===== src/rtl/i2c_master_ctrl.sv =====
// Single-transaction I2C master: one register write or one register read
// (with repeated START) against a 7-bit slave, open-drain style outputs.
module i2c_master_ctrl #(
  parameter int CLK_DIV = 125
) (
  input  logic       clk,
  input  logic       rst,
  input  logic       cmd_valid,
  input  logic       cmd_rw,
  input  logic [6:0] dev_addr,
  input  logic [7:0] reg_addr,
  input  logic [7:0] wr_data,
  output logic       busy,
  output logic       done,
  output logic       ack_err,
  output logic [7:0] rd_data,
  output logic       scl_o,
  output logic       sda_o,
  input  logic       sda_i
);

  typedef enum logic [3:0] {
    S_IDLE   = 4'd0,  S_START  = 4'd1,  S_ADDR_W = 4'd2,  S_ACK1  = 4'd3,
    S_REG    = 4'd4,  S_ACK2   = 4'd5,  S_WDATA  = 4'd6,  S_ACK3  = 4'd7,
    S_RSTART = 4'd8,  S_ADDR_R = 4'd9,  S_ACK4   = 4'd10, S_RDATA = 4'd11,
    S_MNACK  = 4'd12, S_STOP   = 4'd13
  } state_t;

  localparam logic [9:0] DIV_LAST = 10'(CLK_DIV - 1);

  state_t      state_r, state_nxt_s, step_s;
  logic [9:0]  div_cnt_r;
  logic [1:0]  qtr_r;
  logic [2:0]  bit_cnt_r;
  logic        rw_r;
  logic [6:0]  dev_r;
  logic [7:0]  reg_r, wdat_r, shift_r, rd_data_r, tx_byte_s;
  logic        busy_r, done_r, ack_err_r, scl_r, sda_r;
  logic        scl_s, sda_s, q_end_s, slot_end_s, sample_s, last_bit_s;
  logic        accept_s, ack_slot_s, byte_slot_s, scl_bit_s;

  assign q_end_s     = (div_cnt_r == DIV_LAST);
  assign slot_end_s  = q_end_s && (qtr_r == 2'd3);
  assign sample_s    = q_end_s && (qtr_r == 2'd2);
  assign last_bit_s  = (bit_cnt_r == 3'd7);
  assign accept_s    = (state_r == S_IDLE) && cmd_valid;
  assign ack_slot_s  = (state_r == S_ACK1) || (state_r == S_ACK2) ||
                       (state_r == S_ACK3) || (state_r == S_ACK4);
  assign byte_slot_s = (state_r == S_ADDR_W) || (state_r == S_REG) ||
                       (state_r == S_WDATA) || (state_r == S_ADDR_R) ||
                       (state_r == S_RDATA);
  assign scl_bit_s   = (qtr_r == 2'd1) || (qtr_r == 2'd2);

  assign busy    = busy_r;
  assign done    = done_r;
  assign ack_err = ack_err_r;
  assign rd_data = rd_data_r;
  assign scl_o   = scl_r;
  assign sda_o   = sda_r;

  // Slot sequencing; a NACK recorded during an ack slot diverts to STOP.
  always_comb begin
    step_s = state_r;
    case (state_r)
      S_IDLE:   step_s = S_START;
      S_START:  step_s = S_ADDR_W;
      S_ADDR_W: step_s = last_bit_s ? S_ACK1 : S_ADDR_W;
      S_ACK1:   step_s = ack_err_r ? S_STOP : S_REG;
      S_REG:    step_s = last_bit_s ? S_ACK2 : S_REG;
      S_ACK2: begin
        if (ack_err_r) step_s = S_STOP;
        else if (rw_r) step_s = S_RSTART;
        else           step_s = S_WDATA;
      end
      S_WDATA:  step_s = last_bit_s ? S_ACK3 : S_WDATA;
      S_ACK3:   step_s = S_STOP;
      S_RSTART: step_s = S_ADDR_R;
      S_ADDR_R: step_s = last_bit_s ? S_ACK4 : S_ADDR_R;
      S_ACK4:   step_s = ack_err_r ? S_STOP : S_RDATA;
      S_RDATA:  step_s = last_bit_s ? S_MNACK : S_RDATA;
      S_MNACK:  step_s = S_STOP;
      S_STOP:   step_s = S_IDLE;
      default:  step_s = S_IDLE;
    endcase
    if (accept_s || ((state_r != S_IDLE) && slot_end_s)) state_nxt_s = step_s;
    else                                                 state_nxt_s = state_r;
  end

  // Bus levels for the current slot and quarter.
  always_comb begin
    scl_s = 1'b1;
    sda_s = 1'b1;
    case (state_r)
      S_ADDR_W: tx_byte_s = {dev_r, 1'b0};
      S_REG:    tx_byte_s = reg_r;
      S_WDATA:  tx_byte_s = wdat_r;
      S_ADDR_R: tx_byte_s = {dev_r, 1'b1};
      default:  tx_byte_s = 8'hFF;
    endcase
    case (state_r)
      S_IDLE: begin
        scl_s = 1'b1;
        sda_s = 1'b1;
      end
      S_START: begin
        scl_s = (qtr_r != 2'd3);
        sda_s = (qtr_r == 2'd0);
      end
      S_ADDR_W, S_REG, S_WDATA, S_ADDR_R: begin
        scl_s = scl_bit_s;
        sda_s = tx_byte_s[3'd7 - bit_cnt_r];
      end
      S_RSTART: begin
        scl_s = scl_bit_s;
        sda_s = (qtr_r == 2'd0) || (qtr_r == 2'd1);
      end
      S_STOP: begin
        scl_s = (qtr_r != 2'd0);
        sda_s = (qtr_r == 2'd2) || (qtr_r == 2'd3);
      end
      default: begin
        scl_s = scl_bit_s;
        sda_s = 1'b1;
      end
    endcase
  end

  // Registered state, timing counters, command latch and outputs.
  always_ff @(posedge clk or negedge rst) begin
    if (!rst) begin
      state_r   <= S_IDLE;
      div_cnt_r <= 10'd0;
      qtr_r     <= 2'd0;
      bit_cnt_r <= 3'd0;
      rw_r      <= 1'b0;
      dev_r     <= 7'd0;
      reg_r     <= 8'd0;
      wdat_r    <= 8'd0;
      shift_r   <= 8'd0;
      rd_data_r <= 8'd0;
      busy_r    <= 1'b0;
      done_r    <= 1'b0;
      ack_err_r <= 1'b0;
      scl_r     <= 1'b1;
      sda_r     <= 1'b1;
    end else begin
      state_r <= state_nxt_s;
      scl_r   <= scl_s;
      sda_r   <= sda_s;
      done_r  <= (state_r == S_STOP) && slot_end_s;
      if (accept_s) begin
        rw_r      <= cmd_rw;
        dev_r     <= dev_addr;
        reg_r     <= reg_addr;
        wdat_r    <= wr_data;
        busy_r    <= 1'b1;
        ack_err_r <= 1'b0;
        div_cnt_r <= 10'd0;
        qtr_r     <= 2'd0;
        bit_cnt_r <= 3'd0;
      end else if (state_r != S_IDLE) begin
        div_cnt_r <= q_end_s ? 10'd0 : div_cnt_r + 10'd1;
        if (q_end_s) qtr_r <= qtr_r + 2'd1;
        if (slot_end_s && byte_slot_s) bit_cnt_r <= bit_cnt_r + 3'd1;
        if (sample_s && ack_slot_s && sda_i) ack_err_r <= 1'b1;
        if (sample_s && (state_r == S_RDATA)) shift_r <= {shift_r[6:0], sda_i};
        if (slot_end_s && (state_r == S_RDATA) && last_bit_s) rd_data_r <= shift_r;
        if (slot_end_s && (state_r == S_STOP)) busy_r <= 1'b0;
      end
    end
  end

endmodule


===== config.mk =====
export PLATFORM = sky130hd
export DESIGN_NAME = i2c_master_ctrl
export DESIGN_NICKNAME = d
export VERILOG_FILES = /design/src/rtl/i2c_master_ctrl.sv
export SDC_FILE = /design/constraint.sdc
export NUM_CORES = 1
export LEC_CHECK = 0
export ABC_AREA = 1
export BUFFER_PORTS_ARGS = -buffer_cell sky130_fd_sc_hd__buf_4
export CORE_ASPECT_RATIO = 2
export CORE_UTILIZATION = 35
export DETAILED_ROUTE_END_ITERATION = 7
export PLACE_DENSITY = 0.64
export SYNTH_ARGS = -nofsm -noshare
export SYNTH_HDL_FRONTEND = slang
export SYNTH_SLANG_ARGS = --single-unit

===== constraint.sdc =====
create_clock -name clk -period 4.1 [get_ports clk]
set_input_delay 0.205 -clock clk [delete_from_list [all_inputs] [get_ports clk]]
set_output_delay 0.205 -clock clk [all_outputs]
set_load 0.05 [all_outputs]

=== Yosys cells after proc, flatten, opt, wreduce, memory -nomap -nowiden ===
Index checks and enable logic that the tools add are counted.

* Input port bits: 28
* Register bits after elaboration: 64
* Output and inout port bits: 13
* Word-level logic and storage cells: 109

* Eq/ne operators: 19
* Muxes and demuxes: 30
* Bitwise gates (word level): 1
* Reduce and logical (&&, ||, !) cells: 39
* Add/sub/neg operators: 4
* Order comparisons: 1

{| class="wikitable"
|+ Operator list
! operator !! count
|-
| 4-bit one-hot mux with 12 select lines || 1
|-
| 8-bit one-hot mux with 4 select lines || 1
|-
| 10-bit 2-to-1 mux || 3
|-
| 4-bit == test (second input constant) || 6
|-
| 4-bit by 3-bit == test with 1-bit output (second input constant) || 4
|-
| 3-bit 2-to-1 mux || 5
|-
| 4-bit 2-to-1 mux || 3
|-
| 2-bit nonzero test || 6
|-
| 1-bit logical AND || 11
|-
| 1-bit logical OR || 11
|-
| 10-bit by 1-bit adder with 10-bit output (second input constant) || 1
|-
| 10-bit by 7-bit == test with 1-bit output (second input constant) || 1
|-
| 1-bit 2-to-1 mux || 10
|-
| 4-bit by 2-bit == test with 1-bit output (second input constant) || 2
|-
| 2-bit 2-to-1 mux || 4
|-
| 2-bit AND reduction || 4
|-
| 3-bit AND reduction || 2
|-
| 2-bit == test (second input constant) || 2
|-
| 4-bit by 1-bit == test with 1-bit output (second input constant) || 1
|-
| 4-bit zero test || 1
|-
| 3-bit by 4-bit < comparator with 1-bit output (second input constant) || 1
|-
| 1-bit one-hot mux with 4 select lines || 1
|-
| 4-bit nonzero test || 1
|-
| 4-bit OR reduction || 1
|-
| other kinds (11) || 11
|}

=== Logic depth before layout (Yosys ltp) ===
* Depth in word-level cells: 9
* Depth in mapped cells: 12
* Mapped depth without buffers: 11

=== Least setup slack after synthesis ===
Ideal clock, no wire load.

* Path kind: flip-flop to flip-flop
* Start point: reg div_cnt_r[0]
* End point: reg rd_data_r[0] (netlist: rd_data[0])
* Path buffers: 1
* Arrival: 1.459 ns
* Cell stages (with the launch flop): 11
* Data required time: 3.977 ns
* Path slack: 2.517 ns
* Setup time: 0.123 ns
* Period minus slack after synthesis: 1.583 ns
* Cell sequence: dfrtp_1 inv_1 ha_1 nand2_1 nor2_1 nand3_1 nor2_2 nand2_2 buf_6 o21ai_0 nand2_1

* Word-level cells in the longest chain between the ends: 5

{| class="wikitable"
|+ RTL lines
! element !! RTL line !! text
|-
| start: declaration || 32 || <nowiki>logic [9:0] div_cnt_r;</nowiki>
|-
| start signal: assignment || 162 || <nowiki>div_cnt_r <= q_end_s ? 10'd0 : div_cnt_r + 10'd1;</nowiki>
|-
| 10-bit by 7-bit == test with 1-bit output || 42 || <nowiki>assign q_end_s = (div_cnt_r == DIV_LAST);</nowiki>
|-
| 1-bit logical AND || 43 || <nowiki>assign slot_end_s = q_end_s && (qtr_r == 2'd3);</nowiki>
|-
| 1-bit logical AND (2 in a row) || 167 || <nowiki>if (slot_end_s && (state_r == S_RDATA) && last_bit_s) rd_data_r <= shift_r;</nowiki>
|-
| 3-bit AND reduction (no line) || n/a ||
|-
| end signal: assignment || 167 ||
|-
| end: declaration || 37 || <nowiki>logic [7:0] reg_r, wdat_r, shift_r, rd_data_r, tx_byte_s;</nowiki>
|}

Every way passes these cells.
A chain may end at the register's enable or synchronous reset.

=== Worst setup path in the final report ===
* Start point: reg state_r[3]
* End point: reg state_r[1]

* Word-level cells in the longest chain between the ends: 3
* Elaborated cells between the ends (all ways): 19
* Classes of those cells: eq/ne (12); mux (1); reduce/logical (6)

{| class="wikitable"
|+ RTL lines
! element !! RTL line !! text
|-
| start: declaration || 31 || <nowiki>state_t state_r, state_nxt_s, step_s;</nowiki>
|-
| start signal: assignment || 147 || <nowiki>state_r <= state_nxt_s;</nowiki>
|-
| 4-bit by 3-bit == test with 1-bit output (tied with other cells) || 64 || <nowiki>case (state_r)</nowiki>
|-
| 2-bit OR reduction (no line) (tied with other cells) || n/a ||
|-
| 4-bit one-hot mux with 12 select lines or 1-bit logical OR (tied branches) || 64, 85 ||
|}

Several ways; a longest one is shown, not always the timed one.

==> key figures <==
Drt
  – Vias per cell: 5.10
  – Wire per inst: 14.1 µm
  – Final ANT Viol Nets: 0
  – Routed Wire Length: 7850 µm
  – Initial DRC count: approximately 200
  – Via count: 2843
  – DR DRC count: 4
  – First-pass DRT Iterations: 6

STA
  – Final cycle utilization of the critical path: 0.533
  – Count of final max-slew check failures: 0
  – Worst relative slew slack: 0.461
  – Unrepaired setup endpoints after global routing: no
  – Max Clk Rate: 458 MHz
  – Worst Tran Pin Value: 0.809 ns
  – Setup TNS: 0 ns
  – Fin crit period: about 2.2 ns
  – Final setup vio count: 0
  – Final hold violation count: 0
  – Skew final: 0.00661 ns

Clock network
  – Reg clk slew, reported paths: 0.05 ns
  – CTS Buf Count: 9
  – CTS root buf: clkbuf_16
  – Post-CTS Setup Bufs: 0
  – Worst-Skew Late Latency: roughly 0.33 ns
  – CTS H-Tree Depth: 3
  – # clock sinks: 64
  – Max clock buf depth: 2
  – CTS tree: done

Synthesis
  – Leading area contributor after synthesis: dfrtp_1
  – Post-synthesis mux area share: 0.0273
  – Total nets after synthesis: between 400 and 500
  – #FFs+latches synth: 64
  – Synthesized instance count: 406
  – Seq/Total Area, Yosys: 0.485
  – Yosys cell types: 32
  – Mapped Area: 3300 µm²
  – Syn. warnings: 0
  – Synth Area in XOR/XNOR: 0.0106
  – Simple-Gate Fraction of Synth Area: 0.315
  – Post-synthesis compound-gate area fraction: 0.0769
  – Adder-cell area share of the yosys netlist: 0.0303
  – Main combinational cell family by area after synthesis: simple AND/OR/NAND/NOR gates
  – Post-synth top area share: 0.470
  – Ranking of synthesized cells by area: dfrtp_1 (47%), nand2_1 (18%), nand3_1 (3.6%), o21ai_0 (3.6%), inv_1 (3.1%)
  – Syn Area/Cell: roughly 8.1 µm²

Critical path
  – FF-to-FF Start: state_r[3]
  – Reg2Reg Setup Slack: 1.92 ns
  – R2R Path End: state_r[1]
  – Required @ worst endpoint: approximately 4.3 ns
  – CP Max Fanout: 29
  – Crit path arrival time: between 2 and 2.5 ns
  – Worst setup EP type: register
  – CP Class: register to register
  – CP startpoint kind: register
  – Reg2Reg Depth: 10

Job
  – Max-Cap Viols: 0

Placement
  – Port Buffer Count: 40
  – HPWL Detailed: slightly below 6000 µm
  – Gpl congestion: 0.887

Power
  – Combinational Power Share: 0.030
  – Flop pwr share: 0.419
  – Pwr dens: 388 nW/µm²
  – Cell-internal power: 0.00126 W
  – Clock power frac: 0.551
  – NetSw: 0.000303 W
  – Max IR drop VDD: 0.000281 V
  – Net Sw Frac: 0.194
  – Lkg Pwr: 2.09 nW

Floorplanning
  – Chip width: between 70 and 80 µm
  – Core ar.: 9070 µm²
  – Row count: 49
  – Full die area: between 9000 and 10000 µm²
  – Initial Util: 0.364
  – DIE HEIGHT: between 100 and 150 µm
  – Top-level I/O count: between 40 and 50

Layout
  – Share of layout cells above drive strength 1: 0.191
  – Util after Layout: 0.443
  – Number of inserted diodes: 0
  – Synth-to-layout area growth: 21.7%
  – Fill count: 939
  – Net count, final: 486

Global routing
  – Initial antenna violation count: 0
  – Pin count of the biggest net entering global routing: 65
  – Number of global-route vias before repair: 2860
  – Overall Global Routing Usage: 0.175
  – First-pass GRT wire length: around 13000 µm
  – Total gr overflow: 0

Status
  – Failing checks: DRC
  – Outcome: finished, violations left

Hold path
  – Hold Crit Class: primary input to register
  – Hold_sp: reg_addr[2]
  – Hold Path Stages: 3
  – Hold Path Sink: reg_r[2]
timing repair:
item                      4_1_cts  5_1_grt
hold buffers                    1        0
hold endpoints to repair       20        0
gates resized for setup         0        0
metal layers:
layer | routed length (µm) | part of all wire | vias to the layer above | global-route usage
met5 | 0 | 0 | - | 0
met4 | 350 | 0.045 | 0 | 0.113
met3 | 230 | 0.029 | 25 | 0.0406
met2 | 4420 | 0.56 | 62 | 0.311
met1 | 2850 | 0.36 | 1350 | 0.180
li1 | - | - | 1406 | -
kinds of logic (layout without fill, tap and decap cells):
family / count (synthesis) / in the layout
AND/OR/NAND/NOR: 234 / 234
XOR/XNOR: 4 / 4
multiplexers: 8 / 8
AO/OA/AOI/OAI: 47 / 47
adder cells (fa/ha/maj): 8 / 8
buffers and inverters: 41 / 90
flip-flops: 64 / 64
per-stage QoR:
stage	setup WS (ns)	power, W	instances	hold WS (ns)	area [µm²]
6_report	1.92	0.00156	557	0.0734	4020
4_1_cts	1.91	0.00158	557	0.0668	4020
5_1_grt	1.72	0.00162	557	0.0704	4020
2_1_floorplan	2.52	0.000674	406	-0.0906	3300
3_3_place_gp	1.97	0.000711	540	0.340	3680
3_5_place_dp	1.94	0.000713	540	0.347	3680
synthesized netlist by cell type:
cell / n
a21oi_1: 9
a31oi_1: 1
and3_1: 1
buf_1: 2
buf_2: 3
buf_6: 3
dfrtp_1: 62
dfstp_2: 2
ha_1: 8
inv_1: 27
inv_2: 6
mux2_2: 8
nand2_1: 155
nand2_2: 4
nand2_4: 1
nand3_1: 24
nand3b_2: 1
nand3b_4: 1
nand4_1: 6
nor2_1: 25
nor2_2: 5
nor2_4: 2
nor2_8: 2
nor3_1: 5
nor3b_1: 2
o2111ai_1: 2
o21ai_0: 24
o21ai_1: 5
o22ai_1: 5
o32ai_1: 1
xnor2_1: 1
xor2_1: 3
power groups by stage:
stage          logic [W]  clock network (W)  registers [W]
2_1_floorplan  0.0000106                  0       0.000664
3_5_place_dp   0.0000480                  0       0.000665
4_1_cts        0.0000491           0.000878       0.000654
3_3_place_gp   0.0000471                  0       0.000664
5_1_grt        0.0000548           0.000909       0.000655
6_report       0.0000474           0.000861       0.000654
critical path: stages (launching register included):
cell and delay [ns]:
dfrtp_1 0.50, nor2_4 0.20, inv_2 0.07, nor2_4 0.12
inv_2 0.09, nor2_8 0.28, inv_2 0.30, nand2_2 0.23
inv_1 0.10, o21ai_1 0.12, nand2_1 0.05
layout make-up:
type | count | area (µm²) | area share
timing repair buffer | 41 | 310 | 0.0771
sequential | 64 | 1600 | 0.399
clock inverter | 6 | 108 | 0.0267
tap | 102 | 128 | 0.0317
inverter | 33 | 124 | 0.0308
clock buffer | 10 | 229 | 0.0569
multi-input combinational | 301 | 1520 | 0.378
state kept, by name, summed over array words and instances (netlist names), 2 cells and up:
register,count
qtr_r,2
dev_r,7
wdat_r,8
rd_data,8
reg_r,8
shift_r,8
div_cnt_r,10
bit_cnt_r,3
state_r,4
layout by cell type, fill, tap and decap left out, types with 3 or more instances in the layout:
cell type  synthesis  routed
nor2_2             5       5
dfrtp_1           62      62
o21ai_0           24      24
buf_4              0      40
mux2_2             8       8
nor2_1            25      25
nand3_1           24      24
bufinv_16          0       3
nand2_1          155     155
nand2_2            4       4
o22ai_1            5       5
o21ai_1            5       5
a21oi_1            9       9
ha_1               8       8
inv_1             27      27
clkbuf_16          0       9
nand4_1            6       6
nor3_1             5       5
xor2_1             3       3
inv_2              6       6
worst max-delay path by stage:
| stage | from | to | depth (start not counted) |
|---|---|---|---|
| floorplan | div_cnt_r[0] | rd_data[0] | 10 |
| global placement | state_r[3] | state_r[1] | 10 |
| detailed placement | state_r[3] | state_r[1] | 10 |
| CTS | state_r[3] | state_r[1] | 10 |
| global route | state_r[3] | state_r[1] | 10 |
| finish | state_r[3] | state_r[1] | 10 |
Power figures use the tool's default switching activity.
